**src/rtl/celda_serial_ctrl_if.sv**
```systemverilog
// Handshake and operand bundle between top-level control and celda_serial_ctrl.
// CELDA_CASCADE_EN adds the p_in cascade input.
interface celda_serial_ctrl_if #(
    parameter int unsigned WIDTH = 8
) ();
    localparam int unsigned IW = $clog2(WIDTH);

    logic             start;
    logic [WIDTH-1:0] a;
    logic [WIDTH-1:0] b;
`ifdef CELDA_CASCADE_EN
    logic             p_in;
`endif
    logic             busy;
    logic             done;
    logic             gt;
    logic             eq;
    logic             lt;
    logic [IW-1:0]    bit_idx;
    logic             p_mid;

    modport master (
`ifdef CELDA_CASCADE_EN
        output p_in,
`endif
        output start, a, b,
        input  busy, done, gt, eq, lt, bit_idx, p_mid
    );

    modport slave (
`ifdef CELDA_CASCADE_EN
        input  p_in,
`endif
        input  start, a, b,
        output busy, done, gt, eq, lt, bit_idx, p_mid
    );
endinterface

```
**src/rtl/celda_serial_ctrl.sv**
```systemverilog
// Bit-serial magnitude comparator sequencer: one comparison cell walks the
// operand pair LSB to MSB, carrying the "A>B so far" term in a register.
// Optional macro CELDA_CASCADE_EN: seeds the propagate term from io_bus.p_in
// so several controllers can be chained, lower significance first.
module celda_serial_ctrl #(
    parameter int unsigned WIDTH = 8
) (
    input  logic               clk,
    input  logic               rst_n,
    celda_serial_ctrl_if.slave io_bus
);
    localparam int unsigned IW       = $clog2(WIDTH);
    localparam logic [IW-1:0] LAST_IDX = IW'(WIDTH - 1);

    typedef enum logic [1:0] {
        S_IDLE = 2'd0,
        S_RUN  = 2'd1,
        S_DONE = 2'd2
    } state_t;

    state_t           r_state;
    state_t           w_state_nxt;

    logic [WIDTH-1:0] r_a;
    logic [WIDTH-1:0] r_b;
    logic             r_p;
    logic             r_eqacc;
    logic [IW-1:0]    r_idx;
    logic             r_gt;
    logic             r_eq;
    logic             r_lt;

    logic             w_ai;
    logic             w_bi;
    logic             w_bit_eq;
    logic             w_p_next;
    logic             w_eqacc_next;
    logic             w_eq_final;
    logic             w_last;
    logic             w_p_init;
    logic             w_accept;

`ifdef CELDA_CASCADE_EN
    logic             r_p_init;
    assign w_p_init   = io_bus.p_in;
    // A propagated "greater" from below means the full values differ.
    assign w_eq_final = w_eqacc_next & ~r_p_init;
`else
    assign w_p_init   = 1'b0;
    assign w_eq_final = w_eqacc_next;
`endif

    // The single comparison cell, fed by the bit currently selected.
    assign w_ai         = r_a[r_idx];
    assign w_bi         = r_b[r_idx];
    assign w_bit_eq     = ~(w_ai ^ w_bi);
    assign w_p_next     = (w_ai & ~w_bi) | (w_bit_eq & r_p);
    assign w_eqacc_next = r_eqacc & w_bit_eq;
    assign w_last       = (r_idx == LAST_IDX);
    assign w_accept     = (r_state == S_IDLE) && io_bus.start;

    // State register.
    always_ff @(posedge clk or negedge rst_n) begin
        if (!rst_n) begin
            r_state <= S_IDLE;
        end else begin
            r_state <= w_state_nxt;
        end
    end

    // Next-state: IDLE waits for start, RUN walks all bits, DONE lasts one cycle.
    always_comb begin
        w_state_nxt = r_state;
        case (r_state)
            S_IDLE:  if (io_bus.start) w_state_nxt = S_RUN;
            S_RUN:   if (w_last)       w_state_nxt = S_DONE;
            S_DONE:                    w_state_nxt = S_IDLE;
            default:                   w_state_nxt = S_IDLE;
        endcase
    end

    // Operand latch, cell state and bit index.
    always_ff @(posedge clk or negedge rst_n) begin
        if (!rst_n) begin
            r_a     <= '0;
            r_b     <= '0;
            r_p     <= 1'b0;
            r_eqacc <= 1'b0;
            r_idx   <= '0;
`ifdef CELDA_CASCADE_EN
            r_p_init <= 1'b0;
`endif
        end else if (w_accept) begin
            r_a     <= io_bus.a;
            r_b     <= io_bus.b;
            r_p     <= w_p_init;
            r_eqacc <= 1'b1;
            r_idx   <= '0;
`ifdef CELDA_CASCADE_EN
            r_p_init <= w_p_init;
`endif
        end else if (r_state == S_RUN) begin
            r_p     <= w_p_next;
            r_eqacc <= w_eqacc_next;
            r_idx   <= w_last ? '0 : r_idx + 1'b1;
        end
    end

    // Results are captured on the last RUN edge so they are valid in DONE
    // and held untouched through any following RUN.
    always_ff @(posedge clk or negedge rst_n) begin
        if (!rst_n) begin
            r_gt <= 1'b0;
            r_eq <= 1'b0;
            r_lt <= 1'b0;
        end else if ((r_state == S_RUN) && w_last) begin
            r_gt <= w_p_next;
            r_eq <= w_eq_final;
            r_lt <= ~w_p_next & ~w_eq_final;
        end
    end

    // Outputs decoded from state; bit_idx and p_mid are forced low outside RUN.
    always_comb begin
        io_bus.busy    = (r_state != S_IDLE);
        io_bus.done    = (r_state == S_DONE);
        io_bus.bit_idx = (r_state == S_RUN) ? r_idx : '0;
        io_bus.p_mid   = (r_state == S_RUN) ? w_p_next : 1'b0;
        io_bus.gt      = r_gt;
        io_bus.eq      = r_eq;
        io_bus.lt      = r_lt;
    end

    // Exactly one result flag is set whenever done is signalled.
    a_onehot_result: assert property (@(posedge clk) disable iff (!rst_n)
        (r_state == S_DONE) |-> $onehot({r_gt, r_eq, r_lt}));

    // The bit index never runs past the operand.
    a_idx_range: assert property (@(posedge clk) disable iff (!rst_n)
        r_idx <= LAST_IDX);

endmodule

```
**src/flat_wrapper.sv**
```systemverilog
// flat-port wrapper written by rule: the top's interface ports become plain ports
module celda_serial_ctrl_flat 
#(
    parameter int unsigned WIDTH = 8
)
  (clk, rst_n, io_bus_start, io_bus_a, io_bus_b, io_bus_busy, io_bus_done, io_bus_gt, io_bus_eq, io_bus_lt, io_bus_bit_idx, io_bus_p_mid);
  celda_serial_ctrl_if #(.WIDTH(WIDTH)) io_bus_i ();
  input  logic clk;
  input  logic rst_n;
  input wire logic [$bits(io_bus_i.start)-1:0] io_bus_start;
  input wire logic [$bits(io_bus_i.a)-1:0] io_bus_a;
  input wire logic [$bits(io_bus_i.b)-1:0] io_bus_b;
  output wire logic [$bits(io_bus_i.busy)-1:0] io_bus_busy;
  output wire logic [$bits(io_bus_i.done)-1:0] io_bus_done;
  output wire logic [$bits(io_bus_i.gt)-1:0] io_bus_gt;
  output wire logic [$bits(io_bus_i.eq)-1:0] io_bus_eq;
  output wire logic [$bits(io_bus_i.lt)-1:0] io_bus_lt;
  output wire logic [$bits(io_bus_i.bit_idx)-1:0] io_bus_bit_idx;
  output wire logic [$bits(io_bus_i.p_mid)-1:0] io_bus_p_mid;
  assign io_bus_i.start = io_bus_start;
  assign io_bus_i.a = io_bus_a;
  assign io_bus_i.b = io_bus_b;
  assign io_bus_busy = io_bus_i.busy;
  assign io_bus_done = io_bus_i.done;
  assign io_bus_gt = io_bus_i.gt;
  assign io_bus_eq = io_bus_i.eq;
  assign io_bus_lt = io_bus_i.lt;
  assign io_bus_bit_idx = io_bus_i.bit_idx;
  assign io_bus_p_mid = io_bus_i.p_mid;
  celda_serial_ctrl #(.WIDTH(WIDTH)) u_core (.clk(clk), .rst_n(rst_n), .io_bus(io_bus_i));
endmodule
```
**config.mk**
```make
export PLATFORM = sky130hd
export DESIGN_NAME = celda_serial_ctrl_flat
export DESIGN_NICKNAME = d
export VERILOG_FILES = /design/src/rtl/celda_serial_ctrl_if.sv /design/src/rtl/celda_serial_ctrl.sv /design/src/flat_wrapper.sv
export SDC_FILE = /design/constraint.sdc
export NUM_CORES = 1
export LEC_CHECK = 0
export ABC_AREA = 1
export CAP_MARGIN = 20
export CORE_ASPECT_RATIO = 0.9
export CORE_UTILIZATION = 49
export DETAILED_ROUTE_END_ITERATION = 6
export HOLD_SLACK_MARGIN = 0.06
export PLACE_DENSITY = 0.76
export SYNTH_ARGS = -nofsm -noshare
export SYNTH_HDL_FRONTEND = slang
export SYNTH_SLANG_ARGS = --single-unit
```
**constraint.sdc**
```tcl
create_clock -name clk -period 1.99 [get_ports clk]
set_input_delay 0.199 -clock clk [delete_from_list [all_inputs] [get_ports clk]]
set_output_delay 0.199 -clock clk [all_outputs]
set_load 0.03 [all_outputs]
```
# Word-level counts from Yosys, hierarchy flattened
# Index checks and enable logic that the tools add are counted.
dict set report totals {
  register_bits 26
  input_bits 19
  word_cells 48
}
dict set report classes {
  n_eq_ne 5
  n_bitwise 10
  n_mux 16
  n_reduce_logical 6
  n_lt_le_gt_ge 1
  addsub 1
}
# op n
set op_table {}
lappend op_table {{$mux W3} 4}
lappend op_table {{$mux W1} 7}
lappend op_table {{$bmux W1 S3} 2}
lappend op_table {{$and A1 B1 Y1} 4}
lappend op_table {{$lt A3 B4 Y1 const B} 1}
lappend op_table {{$mux W2} 2}
lappend op_table {{$not A1 Y1} 4}
lappend op_table {{$pmux W2 S2} 1}
lappend op_table {{$reduce_bool A2 Y1} 2}
lappend op_table {{$add A3 B1 Y3 const B} 1}
lappend op_table {{$eq A3 B3 Y1 const B} 1}
lappend op_table {{$eq A2 B1 Y1 const B} 1}
lappend op_table {{$eq A2 B2 Y1 const B} 1}
lappend op_table {{$logic_and A1 B1 Y1} 2}
lappend op_table {{$logic_not A2 Y1} 1}
lappend op_table {{$ne A2 B1 Y1 const B} 1}
lappend op_table {{$ne A2 B2 Y1 const B} 1}
lappend op_table {{$reduce_and A2 Y1} 1}
lappend op_table {{$or A1 B1 Y1} 1}
lappend op_table {{$xor A1 B1 Y1} 1}

# Depth between registers and ports, before layout
# Gate-level depths: netlist of run 1.
dict set report logic_depth {
  depth_word 8
  ltp_mapped 11
  mapped_depth_nobuf 11
}

# Worst setup path before layout of run 1
# No wires, ideal clock.
dict set report synth_timing {
  path_type {register to output}
  from {register u_core.r_idx[0]}
  to {output io_bus_p_mid}
  stages_incl_launch_ff 12
  arrival_ns 1.522
  setup_slack_ns 0.269
  path_cell_list {dfrtp_1 buf_2 nand2_1 nand3_1 nand2_1 nand2_1 nand2_1 ha_1 a21oi_1 inv_1 nand2_1 inv_1}
}
dict set report synth_via {
  elab_chain_len 7
}
# item line_no
set synth_rtl {}
lappend synth_rtl {{from (decl)} celda_serial_ctrl.sv:28} ;# logic [IW-1:0] r_idx;
lappend synth_rtl {{from (signal assigned)} celda_serial_ctrl.sv:105} ;# r_idx <= w_last ? '0 : r_idx + 1'b1;
lappend synth_rtl {{$bmux W1 S3 (on tied branches)} {celda_serial_ctrl.sv:54, celda_serial_ctrl.sv:55}}
lappend synth_rtl {{$mux W1 (on tied branches)} {celda_serial_ctrl.sv:54, celda_serial_ctrl.sv:55}}
lappend synth_rtl {{$xor A1 B1 Y1} celda_serial_ctrl.sv:56} ;# assign w_bit_eq = ~(w_ai ^ w_bi);
lappend synth_rtl {{$not A1 Y1} celda_serial_ctrl.sv:56}
lappend synth_rtl {{$and A1 B1 Y1} celda_serial_ctrl.sv:57} ;# assign w_p_next = (w_ai & ~w_bi) | (w_bit_eq & r_p);
lappend synth_rtl {{$or A1 B1 Y1 *} celda_serial_ctrl.sv:57}
lappend synth_rtl {{$mux W1 *} celda_serial_ctrl.sv:128} ;# io_bus.p_mid = (r_state == S_RUN) ? w_p_next : 1'b0;
lappend synth_rtl {{to (decl)} flat_wrapper.sv:19} ;# output wire logic [$bits(io_bus_i.p_mid)-1:0] io_bus_p_mid;
# Mark *: on every way between the ends. The rest lies on a longest branch, timed or not. The select of a mux whose other input is x is not followed.

# Final worst setup path of run 1
# Same ends and word-level chain as after synthesis.

==> impl.org, run 1 <==
** Global route
- Number of antenna violations at the first check in global routing :: 0
- Entering global routing, the biggest net connects 37 pins.
- Across every metal layer, demand over resource in global routing totals 0.2260.
- The total overflow left after global routing is 0.
- Via count of the first global-routing pass :: 1,136
- Wire length of the first global-routing pass :: 4830 microns

** Worst setup path
- STA puts the critical path data required time at 1790 ps.
- The critical path contains buffers and inverters numbering 4 combined.
- Startpoint-to-endpoint class of the critical path :: reg -> out
- Slowest cell on the critical path :: dfrtp_2
- Kind of cell with the highest combined delay on the critical path :: simple AND/OR/NAND/NOR gates
- Critical-path cell list :: buf_6 > nor2_2 > nor2_1 > nand2_1 > nand3_2 > nand2_2 > ha_4 > a21oi_4 > inv_2 > nand2_2 > inv_2 > buf_6
- Maximum fanout count along the critical path :: 7
- Data arrives at the worst endpoint at 1990 ps.
- The worst setup path is launched from a flip-flop.
- On the worst path, the slowest cell contributes a delay of 450 ps.
- Element type at the critical path end :: output pin

** Clock network
- In this run the number of H-tree levels came out at 1.
- Clock sink total :: 26
- Clock-pin slew was measured on the worst setup and hold paths at 140 ps.
- The later pin in the worst-skew pair is clocked with a latency of 330 ps.
- Inserted Clock Buffers :: 3
- Clk Tree Root Cell :: clkbuf_4
- Clock tree from TritonCTS :: built
- Maximum root-to-sink buffer count :: 2

** Worst hold path
- The worst hold path belongs to the class in -> async.

** Timing
- Largest clock skew in the final design :: between 2 and 3 ps
- The hold violation count in the final report is 0.
- Tightest slew margin relative to the limit :: 0.7184
- Worst-Margin Slew :: around 420 ps
- Shortest period the worst path allows :: 2189 ps
- Number of setup violations in the final report :: 1
- In the post-route analysis, the smallest setup slack over all paths is -198.7 ps.
- Sum Neg Setup Slack :: -198.7 ps
- Dividing the final minimum period by the clock period gives 1.100.
- Max Fclk :: 456.9 MHz
- Worst hold slack :: 213.6 ps
- Setup repair after global routing could not meet its margin everywhere.
- The total count of max-transition violations in the final report is 0.

** Yosys
- Synth Net Count :: 176
- Sequential fraction of the synthesis area :: 0.4990
- Post-Synthesis Mean Instance Area :: 8.466 sq um
- Simple-gate share of the synthesized area :: 0.2486
- By area, the combinational part of the netlist is dominated by simple AND/OR/NAND/NOR gates.
- After synthesis, the cell types taking the most area are dfrtp_1 50%, nand2_1 10%, a21oi_2 6.7%.
- Of all cell types, the one taking the most synthesized area is dfrtp_1.
- Mux share of post-synthesis cell area :: 0
- Compound-Gate Fraction of Synth Area :: 0.1219
- Post-Synthesis Cell Area :: 1304 sq um
- The Yosys step of the flow raised 0 warnings.
- The netlist uses 19 different library cells.
- Share of the synthesized netlist area taken by xor and xnor gates :: 0
- Top cell type's share of synthesized area :: 0.4990
- In the synthesized netlist, the number of instances is 154.
- Of the total synthesized cell area, the portion taken by full adders, half adders and majority gates is 0.02879.
- Counting flops and latches in the post-synthesis netlist gives 26.

** Detailed routing
- Number of nets still failing antenna checks after routing :: 0
- Average wire per cell in the routed design :: between 10 and 15 microns
- Number of DRC markers after the initial detailed-route iteration :: 28
- DRC :: 0
- Dividing the detail-routed via count by the number of cells gives 4.983.
- Detailed Routing Iterations Pass 1 :: 4
- Detailed routing inserted a total of 1,146 vias.
- Routed wire length :: 3117 microns

** Power
- In this run the power density over the cells is 1804 nW/um^2.
- VDD sags by at most roughly 1400 uV.
- Comb pwr share :: 0.638
- Power Internal :: 1.829 mW
- Static leakage :: 0.9259 nW
- Of the total power, the share spent switching nets is 0.4455.
- Switching component of the power :: 1.470 mW
- The completed layout was analyzed and its total power is 3.299 mW.
- Of the total power, the clock network draws 0.082.
- Share of power burned in registers :: 0.279

** Placement
- The congestion estimate from routability-driven global placement came to 0.8602.
- Detailed placement ended at an HPWL of 2026 microns.
- Port-buffer cells :: 27
- At the placement stage, the worst setup path has a slack of -365.9 ps.
- Counting tap cells, the placed design contains a total of 224 instances.

** Die
- The die is ~56 microns wide.
- The floorplan has 17 rows.
- Pin placement for this block handled 28 I/O pins.
- Measured along the y axis, the die boundary spans 50.94 microns.
- Initial core utilization :: 0.5239
- Die Footprint :: 2871 sq um
- After floorplanning, the core was sized to cover 2489 sq um.

** Run
- Max-cap violations in this run came to 0.

** Layout
- Net count reported at finish :: 225
- Post-route insts no fill :: 230
- Diodes inserted :: 0
- From synthesis to final layout, the design area changed by 40.31%.
- Layout cells sized above 1 :: 0.3069

** Status
- Status :: complete, but fails checks
- Failing checks :: negative setup slack
[power groups by stage]
stage | sequential, mW | clock [mW] | combinational (mW)
after floorplan | 0.937 | 0 | 1.06
after global placement | 0.898 | 0 | 1.74
after detailed placement | 0.907 | 0 | 1.79
after CTS | 0.901 | 0.271 | 1.90
after global routing | 0.948 | 0.297 | 2.29
final | 0.921 | 0.272 | 2.11
[kinds of logic after synthesis]
| group | Yosys count |
|---|---|
| adder cells (fa/ha/maj) | 3 |
| AO/OA/AOI/OAI | 23 |
| flip-flops | 26 |
| AND/OR/NAND/NOR | 74 |
| buffers and inverters | 28 |
[state kept, by name (all words and copies together) (netlist names)]
signal / count
u_core.r_eqacc: 1
u_core.r_a: 8
u_core.r_state: 2
u_core.io_bus.gt: 1
u_core.r_p: 1
u_core.r_b: 8
u_core.io_bus.lt: 1
u_core.r_idx: 3
u_core.io_bus.eq: 1
[synth_stat cells, drive strengths merged]
cell    n
buf     4
ha      3
a21oi  17
nand3  13
dfrtp  26
o21ai   5
o21a    1
nor2   23
inv    24
nand2  38
[routing by layer]
layer	GRT usage	part of all wire
met5	0	0
met4	0.08130	0.020
met3	0.06076	0.046
met2	0.4167	0.54
met1	0.2521	0.40
[cells in the final DEF, fill, tap and decap left out, types with 6 or more instances in the layout]
cell             instances
nand2_1                 28
dfrtp_1                 24
clkdlybuf4s50_1         23
inv_1                   20
nor2_1                  19
buf_4                   19
nand3_1                 10
a21oi_2                 10
nand2_2                  9
a21oi_1                  6
[through the flow]
stage / cell area [sq um] / utilization
after floorplan: 1304 / -
after global placement: 1709 / 0.6868
after detailed placement: 1709 / 0.6868
after CTS: 1770 / 0.7114
after global routing: 1829 / 0.7350
final: 1829 / 0.7350
[path summary, 6_finish.rpt]
| kind | start | end | slack (ps) | cells past startpoint |
|---|---|---|---|---|
| setup / recovery | u_core.r_idx[0]$_DFFE_PN0P_ | io_bus_p_mid | -200 | 12 |
| hold / removal | rst_n | u_core.r_a[5]$_DFFE_PN0P_ | 210 | 2 |
| setup reg to reg | u_core.r_idx[0]$_DFFE_PN0P_ | u_core.io_bus.gt$_DFFE_PN0P_ | 250 | 12 |
| hold reg to reg | u_core.r_eqacc$_DFFE_PN0P_ | u_core.r_eqacc$_DFFE_PN0P_ | 510 | 2 |
| max in group asynchronous | rst_n | u_core.r_idx[0]$_DFFE_PN0P_ | 1510 | 2 |
| min in group clk | io_bus_b[4] | u_core.r_b[4]$_DFFE_PN0P_ | 420 | 3 |
[worst reg2reg max path, delay by kind of cell, from the launching register on]
kind,cells,cell delay [ps]
AOI/OAI and AO/OA,2,170
adders and majority gates,1,230
buffers and inverters,3,310
DFF,1,450
and+or+nand+nor,6,490
[layout make-up]
| class | count | area [sq um] |
|---|---|---|
| clock buffers | 4 | 36.28 |
| well taps | 28 | 35.03 |
| multi-input cells | 100 | 579.3 |
| fillers | 203 | 659.4 |
| repair buffers | 48 | 432.9 |
| flip-flops and latches | 26 | 653.1 |
| inverters | 24 | 92.59 |
[repair_timing]
action | 4_1_cts | 5_1_grt
pin swaps | 5 | 7
hold buffers | 0 | 0
setup buffers | 1 | 1
gates resized for setup | 14 | 18
endpoints found under the setup margin | 4 | 1
(Power assumes the default switching activity.)
==> run 2: changes to the inputs <==
- CAP_MARGIN: 20 -> default
- SLEW_MARGIN: default -> 20
==> results of run 2 <==
The final DEF is identical to that of run 1; final timing and power are the same.
==> run 3: changes to the inputs <==
- ABC_AREA: 1 -> default
- GPL_ROUTABILITY_DRIVEN: default -> 0
- PLACE_DENSITY: 0.76 -> 0.89
==> impl.org, run 3 <==
** Yosys
- The post-synthesis cell type with the largest combined area is dfrtp_1 (unchanged).
- The proportion of synthesized flip-flops having asynchronous set or reset is 1.000 (unchanged).
- The fraction of synthesized cell area taken by the top area cell type is 0.5174 (was 0.4990).
- Adder and majority gate portion of the synthesized area :: 0.02985 (was 0.02879)
- Number of warnings printed during yosys synthesis :: 0 (unchanged)
- Number of enable flip-flop cells after synthesis :: 0 (unchanged)
- Count of cell types in the netlist :: 28 (was 19)
- The most used standard cell by instance count after synthesis is dfrtp_1 (was nand2_1).
- The mux share of post-synthesis cell area is 0.2736 (was 0).
- Dominant cells by area after synthesis :: dfrtp_1 52%, mux2_4 17%, mux4_2 7.2% (was dfrtp_1 50%, nand2_1 10%, a21oi_2 6.7%)
- Top cells by count, synth :: 26 x dfrtp_1, 14 x mux2_4, 7 x nand2_1, 4 x mux4_2 (was 35 x nand2_1, 26 x dfrtp_1, 23 x inv_1, 20 x nor2_1, 13 x nand3_1)
- Compound-Gate Fraction of Synth Area :: 0.04677 (was 0.1219)
- The sequential fraction of the synthesis area is 0.5174 (was 0.4990).
- The synthesized net count is 109 (was 176).
- The XOR/XNOR share of the synthesized area came to 0 (unchanged).
- Register bit count reported by yosys :: 26 (unchanged)
- Largest family of logic cells by synthesized area :: multiplexers (was simple AND/OR/NAND/NOR gates)
- The simple-gate share of the synthesized area was 0.08557 (was 0.2486).
- Primary FF master, synth :: dfrtp_1 (unchanged)
- Post-Synthesis Cell Area :: 1257 sq um (was 1304 sq um)
- The gate count after technology mapping was 87 (was 154).
- Post-Synthesis Mean Instance Area :: 14.45 sq um (was 8.466 sq um)

** Timing
- RSZ-0062 raised after global routing: yes (unchanged).
- The headroom to the max-slew limit was 0.7627 (was 0.7184).
- The hold violation count in the final report is 0 (unchanged).
- Period utilization :: 1.176 (was 1.100)
- The slew at the pin closest to its max-slew limit came to 356.0 ps (was 422.0 ps).
- The total count of max-transition violations in the final report was 0 (unchanged).
- The maximum clock skew at final layout was 16.20 ps (was 2.777 ps).
- The maximum operating frequency came to 427.3 MHz (was 456.9 MHz).
- Worst hold slack :: 213.7 ps (was 213.6 ps)
- Number of setup violations in the final report :: 5 (was 1)
- Shortest period the worst path allows :: 2340 ps (was 2189 ps)
- Setup WS post-layout :: -350.2 ps (was -198.7 ps)

** Clock network
- The latest clock arrival within the worst-skew pair is 320 ps (was 330 ps).
- The count of clock tree sinks is 26 (unchanged).
- The CTS buffer count came to 3 (unchanged).
- Total number of H-tree levels :: 1 (unchanged)
- Quantity of hold-fixing buffers added after cts :: 0 (unchanged)
- Clock-pin transition on the worst setup and hold timing paths :: 150 ps (was 140 ps)
- Clock tree from TritonCTS :: built (unchanged)
- Maximum root-to-sink buffer count :: 2 (unchanged)
- Clk Tree Root Cell :: clkbuf_4 (unchanged)

** Worst setup path
- The type of origin of the critical path is a flip-flop (unchanged).
- Slowest cell on the critical path :: mux4_2 (was dfrtp_2)
- The largest incremental delay on the critical path was 510 ps (was 450 ps).
- Crit. path cell count :: 6 (was 12)
- The count of cells along the worst register-to-register path came to 8 (was 12).
- Arrival time at the worst endpoint :: 2140 ps (was 1990 ps)
- The number of buffers and inverters on the critical path is 1 (was 4).
- Data required time of the worst path :: 1790 ps (about the same)
- Critical-path cell list :: mux4_2 > mux2_4 > ha_4 > a21oi_4 > nor2_4 > buf_6 (was buf_6 > nor2_2 > nor2_1 > nand2_1 > nand3_2 > nand2_2 > ha_4 > a21oi_4 > inv_2 > nand2_2 > inv_2 > buf_6)
- Kind of cell with the highest combined delay on the critical path :: multiplexers (was simple AND/OR/NAND/NOR gates)
- Startpoint-to-endpoint class of the critical path :: reg -> out (unchanged)
- Maximum fanout count along the critical path :: 5 (was 7)
- The category of the worst setup path capture point is an output pin (unchanged).

** Detailed routing
- The vias after detailed routing is 795 (was 1,146).
- The number of nets with antenna violations after detailed routing came to 0 (unchanged).
- Number of DRC markers after the initial detailed-route iteration :: 15 (was 28)
- The sum of routed wire length over all layers is 2319 microns (was 3117 microns).
- Via-per-instance ratio :: 5.336 (was 4.983)
- Detailed Routing Iterations Pass 1 :: 4 (unchanged)
- The average detailed-routed wire length per instance is 15.56 microns (was 13.55 microns).
- DRC :: 0 (unchanged)

** Global route
- Wire length of the first global-routing pass :: 3836 microns (was 4830 microns)
- M3 GR Usage :: 0.05512 (was 0.06076)
- The number of global-route vias before repair was 799 (was 1,136).
- The number of antenna violations at the first check in global routing came to 0 (unchanged).
- Met2 track demand over resource :: 0.3072 (was 0.4167)
- The layer carrying the most global-route usage is met2 (unchanged).
- The pin count of the biggest net entering global routing came to 27 (was 37).
- Total congestion overflow after global routing :: 0 (unchanged)
- The met1 demand-to-capacity share in global routing is 0.2324 (was 0.2521).
- The total routing usage reported by global routing is 0.1818 (was 0.2260).

** Layout
- Post-route insts no fill :: 149 (was 230)
- The proportion of layout cells with a drive suffix above 1 came to 0.3554 (was 0.3069).
- Final standard cell utilization of the core :: 0.6803 (was 0.7350)
- The most common cell after layout, fill and taps aside is dfrtp_1 (was nand2_1).
- Commonest non-fill, non-tap cells in the layout: 25 x dfrtp_1, 23 x clkdlybuf4s50_1, 15 x mux2_4 (was 28 x nand2_1, 24 x dfrtp_1, 23 x clkdlybuf4s50_1).
- Biggest registers after layout :: u_core.r_a x8, u_core.r_b x8, u_core.r_idx x3 (unchanged)
- Post-route cell area :: 1664 sq um (was 1829 sq um)
- Diodes inserted :: 0 (unchanged)
- The area growth from synthesis to final layout is 32.34% (was 40.31%).
- Net count reported at finish :: 144 (was 225)

** Die
- The core area was 2446 sq um (was 2489 sq um).
- Row count :: 17 (unchanged)
- Die Wd :: 55.40 microns (was 56.37 microns)
- Die Span Y :: 50.06 microns (was 50.94 microns)
- Initial core utilization :: 0.5141 (was 0.5239)
- The area of the die is 2773 sq um (was 2871 sq um).
- Ports :: 28 (unchanged)

** Placement
- The number of I/O port buffers was 27 (unchanged).
- Dpl cell area :: 1559 sq um (was 1709 sq um)
- Dpl cells :: 139 (was 224)
- The total half-perimeter wirelength after legalization and detailed placement was 1691 microns (was 2026 microns).
- Placement Setup Slack :: -210.6 ps (was -365.9 ps)

** Power
- The power density relative to cell area came to 1968 nW/um^2 (was 1804 nW/um^2).
- Max rail drop VDD :: 1497 uV (was 1379 uV)
- The total leakage power came to 0.7908 nW (was 0.9259 nW).

** Status
- Status: complete, but fails checks (unchanged).
- Failing checks: negative setup slack (unchanged).

** Run
- The max-cap violation count is 0 (unchanged).

** Worst hold path
- The worst min-delay path category is in -> async (unchanged).
-- run 3: cells by family after synthesis --
family | Yosys count
adder cells (fa/ha/maj) | 3
multiplexers | 22
AND/OR/NAND/NOR | 20
buffers and inverters | 7
flip-flops | 26
AO/OA/AOI/OAI | 9
-- run 3: power by group --
group	internal (mW)	total, mW	switching, mW
sequential	0.786	1.01	0.226
combinational	1.18	2.00	0.821
clock	0.112	0.264	0.153
total	2.08	3.28	1.20
-- run 3: per-layer routing --
layer	up-vias	share of wire
met2	24	0.52
met5	-	0
met3	2	0.049
met1	391	0.42
met4	0	0.0056
li1	378	-
-- run 3: path summary, 6_finish.rpt --
| kind | slack [ps] | from | endpoint |
|---|---|---|---|
| worst max-delay path | -350 | u_core.r_idx[1]$_DFFE_PN0P_ | io_bus_p_mid |
| worst min-delay path | 210 | rst_n | u_core.io_bus.gt$_DFFE_PN0P_ |
| worst max register to register | -220 | u_core.r_idx[1]$_DFFE_PN0P_ | u_core.r_p$_DFFE_PN0P_ |
| worst min register to register | 530 | u_core.r_b[7]$_DFFE_PN0P_ | u_core.r_b[7]$_DFFE_PN0P_ |
| max in group asynchronous | 1490 | rst_n | u_core.r_idx[1]$_DFFE_PN0P_ |
| min in group clk | 470 | io_bus_a[3] | u_core.r_a[3]$_DFFE_PN0P_ |
-- run 3: area by class of cell --
type                            instances  area, sq um
Inverter                                2        7.507
Timing Repair Buffer                   35        335.3
Tap cell                               28        35.03
Sequential cell                        26        651.9
Fill cell                             175        782.0
Clock buffer                            4        36.28
Multi-Input combinational cell         54        598.1
-- run 3: per-stage QoR --
step / setup TNS, ps / total power, mW
after floorplan: -174.2 / 2.279
after global placement: -428.2 / 2.566
after detailed placement: -670.5 / 2.648
after CTS: -824.8 / 3.041
after global routing: -1496 / 3.471
final: -973.7 / 3.276
-- run 3: timing repair --
item	CTS	global route
gates resized for setup	7	5
endpoints found under the setup margin	8	6
setup buffers	2	4
pin swaps	4	1
